[src/rtl/io_reg_scheduler.sv]
// IO register file shared by the Core write port and a serial host, with a round-robin
// scheduler that streams CPU-updated registers to the transmitter. Optional: IO_SCHED_WATCHDOG_EN.
module io_reg_scheduler #(
    parameter int NUM_REGS   = 32,
    parameter int MAX_WAIT   = 7,
    parameter int TX_TIMEOUT = 1023
) (
    input  logic        clock,
    input  logic        reset_n,
    input  logic [4:0]  cpu_rd_sel,
    output logic [14:0] cpu_rd_data,
    input  logic        cpu_we,
    input  logic [4:0]  cpu_wr_sel,
    input  logic [14:0] cpu_wr_data,
    output logic        cpu_stall,
    input  logic        host_valid,
    input  logic [4:0]  host_sel,
    input  logic [14:0] host_data,
    output logic        host_ready,
    output logic        tx_valid,
    output logic [4:0]  tx_sel,
    output logic [14:0] tx_data,
    input  logic        tx_ready,
    output logic [14:0] verb_data,
    output logic        tx_timeout
);

    localparam int DEPTH  = 32;
    localparam int WAIT_W = $clog2(MAX_WAIT + 1);

    typedef enum logic {ST_IDLE, ST_SEND} state_e;

    state_e              state_q, state_d;
    logic [14:0]         regs_q [DEPTH];
    logic [14:0]         regs_d [DEPTH];
    logic [DEPTH-1:0]    dirty_q, dirty_d;
    logic [WAIT_W-1:0]   wait_q, wait_d;
    logic [4:0]          rr_q, rr_d;
    logic                tx_valid_q, tx_valid_d;
    logic [4:0]          tx_sel_q, tx_sel_d;
    logic [14:0]         tx_data_q, tx_data_d;

    logic        starve, host_wr, cpu_wr, cpu_in, host_in, rd_in;
    logic        found;
    logic [4:0]  pick;
    logic [5:0]  cand;

`ifdef IO_SCHED_WATCHDOG_EN
    localparam int WD_W = $clog2(TX_TIMEOUT + 1);
    logic [WD_W-1:0] wd_q, wd_d;
    logic            timeout_q, timeout_d;
`endif

    // Only one of host_wr / cpu_wr can be true in a cycle, so the regfile has a single write port.
    assign starve     = (wait_q == WAIT_W'(MAX_WAIT));
    assign host_ready = !cpu_we || starve;
    assign cpu_stall  = cpu_we && starve && host_valid;
    assign host_wr    = host_valid && host_ready;
    assign cpu_wr     = cpu_we && !cpu_stall;
    assign cpu_in     = int'(cpu_wr_sel) < NUM_REGS;
    assign host_in    = int'(host_sel) < NUM_REGS;
    assign rd_in      = int'(cpu_rd_sel) < NUM_REGS;

    assign cpu_rd_data = rd_in ? regs_q[cpu_rd_sel] : 15'd0;
    assign verb_data   = regs_q[0];
    assign tx_valid    = tx_valid_q;
    assign tx_sel      = tx_sel_q;
    assign tx_data     = tx_data_q;

    always_comb begin
        regs_d     = regs_q;
        dirty_d    = dirty_q;
        wait_d     = '0;
        state_d    = state_q;
        rr_d       = rr_q;
        tx_valid_d = tx_valid_q;
        tx_sel_d   = tx_sel_q;
        tx_data_d  = tx_data_q;
        found      = 1'b0;
        pick       = '0;
        cand       = '0;
`ifdef IO_SCHED_WATCHDOG_EN
        wd_d       = '0;
        timeout_d  = 1'b0;
`endif

        if (host_valid && !host_ready)
            wait_d = starve ? wait_q : wait_q + WAIT_W'(1);

        // First dirty index at or above rr_q, wrapping at NUM_REGS.
        for (int i = 0; i < NUM_REGS; i++) begin
            cand = {1'b0, rr_q} + 6'(i);
            if (int'(cand) >= NUM_REGS)
                cand = cand - 6'(NUM_REGS);
            if (!found && dirty_q[cand[4:0]]) begin
                found = 1'b1;
                pick  = cand[4:0];
            end
        end

        // tx handshake: a frame is transferred on a cycle with tx_valid && tx_ready; while
        // tx_valid is high, tx_sel/tx_data never change.
        case (state_q)
            ST_IDLE: begin
                if (found) begin
                    tx_sel_d      = pick;
                    tx_data_d     = regs_q[pick];
                    tx_valid_d    = 1'b1;
                    dirty_d[pick] = 1'b0;
                    state_d       = ST_SEND;
                end
            end
            ST_SEND: begin
                if (tx_ready) begin
                    rr_d       = (int'(tx_sel_q) == NUM_REGS - 1) ? 5'd0 : tx_sel_q + 5'd1;
                    tx_valid_d = 1'b0;
                    state_d    = ST_IDLE;
                end
`ifdef IO_SCHED_WATCHDOG_EN
                else if (wd_q == WD_W'(TX_TIMEOUT - 1)) begin
                    tx_valid_d = 1'b0;
                    timeout_d  = 1'b1;
                    state_d    = ST_IDLE;
                end else begin
                    wd_d = wd_q + WD_W'(1);
                end
`endif
            end
            default: state_d = ST_IDLE;
        endcase

        // Host clear comes before CPU set so a set on the same index wins.
        if (host_wr && host_in) begin
            regs_d[host_sel]  = host_data;
            dirty_d[host_sel] = 1'b0;
        end
        if (cpu_wr && cpu_in) begin
            regs_d[cpu_wr_sel]  = cpu_wr_data;
            dirty_d[cpu_wr_sel] = 1'b1;
        end
    end

    always_ff @(posedge clock) begin
        if (!reset_n) begin
            for (int i = 0; i < DEPTH; i++)
                regs_q[i] <= '0;
            dirty_q    <= '0;
            wait_q     <= '0;
            rr_q       <= '0;
            state_q    <= ST_IDLE;
            tx_valid_q <= 1'b0;
            tx_sel_q   <= '0;
            tx_data_q  <= '0;
        end else begin
            regs_q     <= regs_d;
            dirty_q    <= dirty_d;
            wait_q     <= wait_d;
            rr_q       <= rr_d;
            state_q    <= state_d;
            tx_valid_q <= tx_valid_d;
            tx_sel_q   <= tx_sel_d;
            tx_data_q  <= tx_data_d;
        end
    end

`ifdef IO_SCHED_WATCHDOG_EN
    always_ff @(posedge clock) begin
        if (!reset_n) begin
            wd_q      <= '0;
            timeout_q <= 1'b0;
        end else begin
            wd_q      <= wd_d;
            timeout_q <= timeout_d;
        end
    end

    assign tx_timeout = timeout_q;
`else
    // Without the watchdog a frame waits indefinitely; TX_TIMEOUT is kept so both builds share a parameter list.
    assign tx_timeout = 1'b0 && (TX_TIMEOUT > 0);
`endif

endmodule

[config.mk]
export PLATFORM = sky130hd
export DESIGN_NAME = io_reg_scheduler
export DESIGN_NICKNAME = d
export VERILOG_FILES = /design/src/rtl/io_reg_scheduler.sv
export SDC_FILE = /design/constraint.sdc
export NUM_CORES = 2
export LEC_CHECK = 0
export BUFFER_PORTS_ARGS = -buffer_cell sky130_fd_sc_hd__buf_4
export CORE_ASPECT_RATIO = 0.8
export CORE_MARGIN = 2
export CORE_UTILIZATION = 30
export DETAILED_ROUTE_END_ITERATION = 12
export PLACE_DENSITY = 0.41
export SYNTH_ARGS = -nofsm -noshare
export SYNTH_HDL_FRONTEND = slang
export SYNTH_SLANG_ARGS = --single-unit
[constraint.sdc]
create_clock -name clock -period 7.6 [get_ports clock]
set_clock_uncertainty 0.1 [all_clocks]
set_input_delay 1.9 -clock clock [delete_from_list [all_inputs] [get_ports clock]]
set_output_delay 1.9 -clock clock [all_outputs]
set_load 0.05 [all_outputs]
Word-level counts from Yosys, hierarchy flattened
Cells that the tools add are included.
{"block": "word_totals", "reg_bits": 542, "latchBits": 0, "ram_bits": 0, "rom_bits": 0, "output_inout_bits": 54, "word_cells": 465, "memories": 0}
{"block": "op_classes", "addsub": 65, "n_mul": 0, "div_mod_pow": 0, "order_cmp": 76, "eq_ne": 4, "n_shift": 0, "muxes": 191, "n_bitwise": 10, "n_reduce_logical": 80}
{"cell": "bitwise mux 480 bit", "n": 2}
{"cell": "2-to-1 mux 480 bit", "n": 2}
{"cell": "2-to-1 mux 5 bit", "n": 65}
{"cell": ">= comparator 6 bit (second input constant)", "n": 35}
{"cell": "< comparator 5 x 6 -> 1 bit (second input constant)", "n": 35}
{"cell": "binary-select mux 1 bit (select 5 bit)", "n": 32}
{"cell": "subtractor 5 x 1 -> 5 bit (second input constant)", "n": 32}
{"cell": "binary-select mux 15 bit (select 5 bit)", "n": 2}
{"cell": "demux 15 bit (select 5 bit)", "n": 2}
{"cell": "2-to-1 mux 32 bit", "n": 4}
{"cell": "adder 5 x 5 -> 6 bit (second input constant)", "n": 16}
{"cell": "2-to-1 mux 15 bit", "n": 6}
{"cell": "2-to-1 mux 1 bit", "n": 71}
{"cell": "bitwise AND 32 bit", "n": 2}
{"cell": "NOT 32 bit", "n": 2}
{"cell": "adder 5 x 4 -> 6 bit (second input constant)", "n": 8}
{"cell": "logical AND 1 bit", "n": 41}
{"cell": "logical NOT 1 bit", "n": 34}
{"cell": "bitwise OR 32 bit", "n": 1}
{"cell": "adder 5 x 3 -> 6 bit (second input constant)", "n": 4}
{"cell": "NOT 5 -> 6 bit", "n": 4}
{"cell": "demux 1 bit (select 5 bit)", "n": 3}
{"cell": ">= comparator 5 x 1 -> 1 bit (second input constant)", "n": 3}
{"cell": "adder 5 x 2 -> 6 bit (second input constant)", "n": 2}
{"cell": "other kinds (12)", "n": 18}

Logic depth before layout (Yosys ltp)
{"block": "depth", "ltp_word": 110, "mapped_depth": 28}

Least setup slack after synthesis
Ideal clock, no wire load.
{"block": "synth_timing", "kind": "register -> register", "start": "reg rr_q[0]", "end": "reg tx_data_q[13], in the netlist tx_data[13]", "setup_time_ps": 128, "arrival_ps": 6251, "required_ps": 7372, "slack_ps": 1120, "stages_incl_launch_ff": 27, "cell_sequence": "dfxtp_1 -> buf_2 -> inv_1 -> buf_4 -> buf_2 -> buf_2 -> ha_1 -> buf_2 -> buf_2 -> mux4_2 -> o211ai_1 -> nand4_1 -> mux2i_2 -> nand4_2 -> or2_0 -> clkbuf_1 -> or4_4 -> or3_1 -> nand4b_2 -> and2_1 -> buf_4 -> buf_4 -> mux2i_1 -> mux2i_1 -> mux2_2 -> a222oi_1 -> a31oi_1"}
{"block": "synth_between", "elab_chain_len": 102, "word_cells_on_any_way": 322}
{"item": "start, declared", "line": "38", "rtl": "logic [4:0] rr_q, rr_d;"}
{"item": "start signal, assigned", "line": "158", "rtl": "rr_q <= rr_d;"}
{"item": "parallel branches: the longest is 102 deep, another holds adder 5 x 1 -> 6 bit"}
{"item": "end signal, assigned", "line": "162", "rtl": "tx_data_q <= tx_data_d;"}
{"item": "end, declared", "line": "41", "rtl": "logic [14:0] tx_data_q, tx_data_d;"}
Parallel ways; which one is timed is not known. The select of a mux whose other input is x is not followed.
A chain may end at the register's enable or synchronous reset.

Worst setup path after layout
{"block": "layout_timing", "start": "reg rr_q[1]", "end": "reg tx_data_q[11], in the netlist tx_data[11]"}
The elaborated chain is that of the path after synthesis.

==> flow_summary.toml <==
[critical_path]
r2r_start = "rr_q[1]"
crit_chain = "inv_1 > ha_2 > buf_4 > mux2_2 > mux2i_1 > mux2_2 > a22o_1 > o21bai_1 > nor2_2 > a22oi_1 > a32oi_1 > a211oi_1 > o31ai_1 > a211oi_2 > buf_4 > nor3_4 > a31oi_1 > and3_1 > a31oi_1"
critPathKind = "reg2reg"
ff2ff_setup_slack_ns = 0.52
cp_slowest_stage_delay_ns = 0.70
critPathMaxFanout = 22
start_kind = "flip-flop"
r2r.worst_path.cells = 19
regToRegEndpoint = "tx_data[11]"
slowest_stage = "o31ai_1"
crit_required_ns = 8.11
cp.arrival_ns = 7.59
end_kind = "flip-flop"

[detailed_routing]
wl_per_cell_um = 34.0
vias = 36900
drt_iter0_markers = 4654
first_pass_iters = 8
drc = 0
via_per_inst = 6.17
ant_nets = 0
drt_wl_total_mm = 204

[clock_network]
cts_root_buf = "clkbuf_16"
cts-resized-gates = 0
cts_max_path_buffers = 3
clock_latency_ns = 0.69
postCtsSetupBuffers = 0
path_clk_slew_ns = 0.06
cts_buffers = 69
cts.sinks = 542
cts_tree = "yes"
htreeDepth = 3
hold_buffers = 0

[logic_synthesis]
synth_enable_flop_cells = 0
syn_nets = 4283
async_flop_share = 0
synth.most_common_cell = "mux2i_1"
synth_common_cells = "mux2i_1, nand2_1, dfxtp_1"
yosysUniqueCellTypes = 104
synthCells = 4215
syn_area_per_cell_um2 = 9.60
yosysTopAreaCell = "dfxtp_1"
synth_area_leaders = "dfxtp_1, mux2i_1, mux4_2"
synth_flop_cell = "dfxtp_1"
synth_top_area_frac = 0.268
ys_seq_elements = 542
synth_seq_area_share = 0.268
ys_warn_count = 0
synth_area_um2 = 40500

[hold_path]
whs_endpoint = "wait_q[0]"
holdCritStartpoint = "wait_q[0]"
hold_depth = 1
hp-class = "reg2reg"

[timing]
slew-limit-headroom = 0.140
fin_crit_ns = 7.08
finalSetupViolCount = 0
hold_violations = 0
rsz0062_at_grt = "no"
fmax_mhz = 141
fin_crit_sh = 0.932
tightest_slew_ns = 1.29
final.setup.tns_ns = 0
timing.final.max_slew_violations = 0

[global_routing]
grt_pass1_wl_mm = 282
grt_start_max_net_pins = 202
grt_pass1_vias = 33700
antenna_found_initial = 11
overflow = 0
grt_util_all_layers = 0.286

[power]
p_leak_nw = 23.3
power.density_nw_per_um2 = 435
ir_drop_mv = 0.417
p_total_mw = 20.0

[die]
core_um2 = 134000
num_rows = 120
die_area_um2 = 138000
dieHeight_um = 333
start_util = 0.302
io_pins = 104
fp.dieW_um = 415

[finish]
filler_cell_count = 13600
layout-drive-gt1-share = 0.205
area_growth_pct = 13.5
nets = 4229

[place]
port_buffers = 102
place.gp.congestion = 0.988
dpl.hpwl_mm = 141

[run_status]
status = "completed"

[run]
cap_viol_max_count = 0
-- cell families after synthesis --
logic type | share of synthesized area
DFF | 0.268
AOI/OAI and AO/OA | 0.201
muxes | 0.353
and+or+nand+nor | 0.111
xor gates and xnor gates | 0.00798
buffers and inverters | 0.0529
adders and majority gates | 0.00556
other | 0.0000927
-- flip-flops by register name, summed over array words and instances (netlist names) --
| register | cells |
|---|---|
| rr_q | 5 |
| wait_q | 3 |
| regs_q | 465 |
| state_q | 1 |
| tx_valid | 1 |
| tx_sel | 5 |
| verb_data | 15 |
| dirty_q | 32 |
| tx_data | 15 |
-- stage by stage --
stage,area [um2],utilization,worst slack [ns],cells,hold WS (ns)
2_1_floorplan,40500,-,1.12,4215,0.305
3_3_place_gp,43600,0.326,0.730,5859,0.328
3_5_place_dp,43600,0.326,0.704,5859,0.325
4_1_cts,45900,0.343,0.683,5982,0.335
5_1_grt,46000,0.343,0.242,5986,0.356
6_report,46000,0.343,0.519,5988,0.329
-- layout by cell type, fill, tap and decap left out, types with 38 or more instances in the layout --
cell,count
mux4_2,224
o21ai_0,75
clkbuf_16,70
buf_4,329
mux2i_1,798
mux2_2,98
nor2_1,95
nand2_1,691
dfxtp_1,538
o211a_1,484
nand3_1,38
a21oi_1,75
nor3_1,41
-- area by class of cell --
type | instances | area, um2 | area share
repair buffers | 348 | 2830 | 0.0616
well taps | 1769 | 2210 | 0.0482
diodes | 6 | 15.0 | 0.000327
multi-input cells | 3175 | 27600 | 0.601
clock buffers | 96 | 1980 | 0.0431
flip-flops and latches | 542 | 10900 | 0.236
inverters | 25 | 93.8 | 0.00204
clock inverters | 27 | 324 | 0.00705
-- worst max-delay path, delay by kind of cell, from the launching register on --
kind / cells / cell delay, ns
flops: 1 / 0.37
compound gates: 9 / 2.61
fa+ha+maj: 1 / 0.64
buf+inv: 3 / 0.81
simple gates: 3 / 1.45
mux: 3 / 1.00
-- worst max path at each step --
stage	cells after the start	endpoint	from	slack [ns]
floorplan	26	tx_data[13]	rr_q[0]	1.12
global placement	18	tx_data[14]	rr_q[1]	0.73
detailed placement	18	tx_data[14]	rr_q[1]	0.70
CTS	18	tx_data[14]	rr_q[1]	0.68
global route	20	dirty_q[28]	rr_q[1]	0.24
finish	19	tx_data[11]	rr_q[1]	0.52
-- per-layer routing --
| metal | wire (um) | vias up | GRT usage |
|---|---|---|---|
| li1 | - | 15900 | - |
| met1 | 96500 | 19100 | 0.429 |
| met2 | 83500 | 1739 | 0.403 |
| met3 | 18000 | 261 | 0.0639 |
| met4 | 5820 | 2 | 0.0825 |
| met5 | 12 | - | 0 |
-- where the power goes --
part           switching [mW]  total, mW  internal [mW]  leakage, nW
Combinational            8.95       13.5           4.53         17.8
Clock                    1.49       3.47           1.97         1.13
Sequential              0.129       3.07           2.94         4.38
Power figures use the tool's default switching activity.
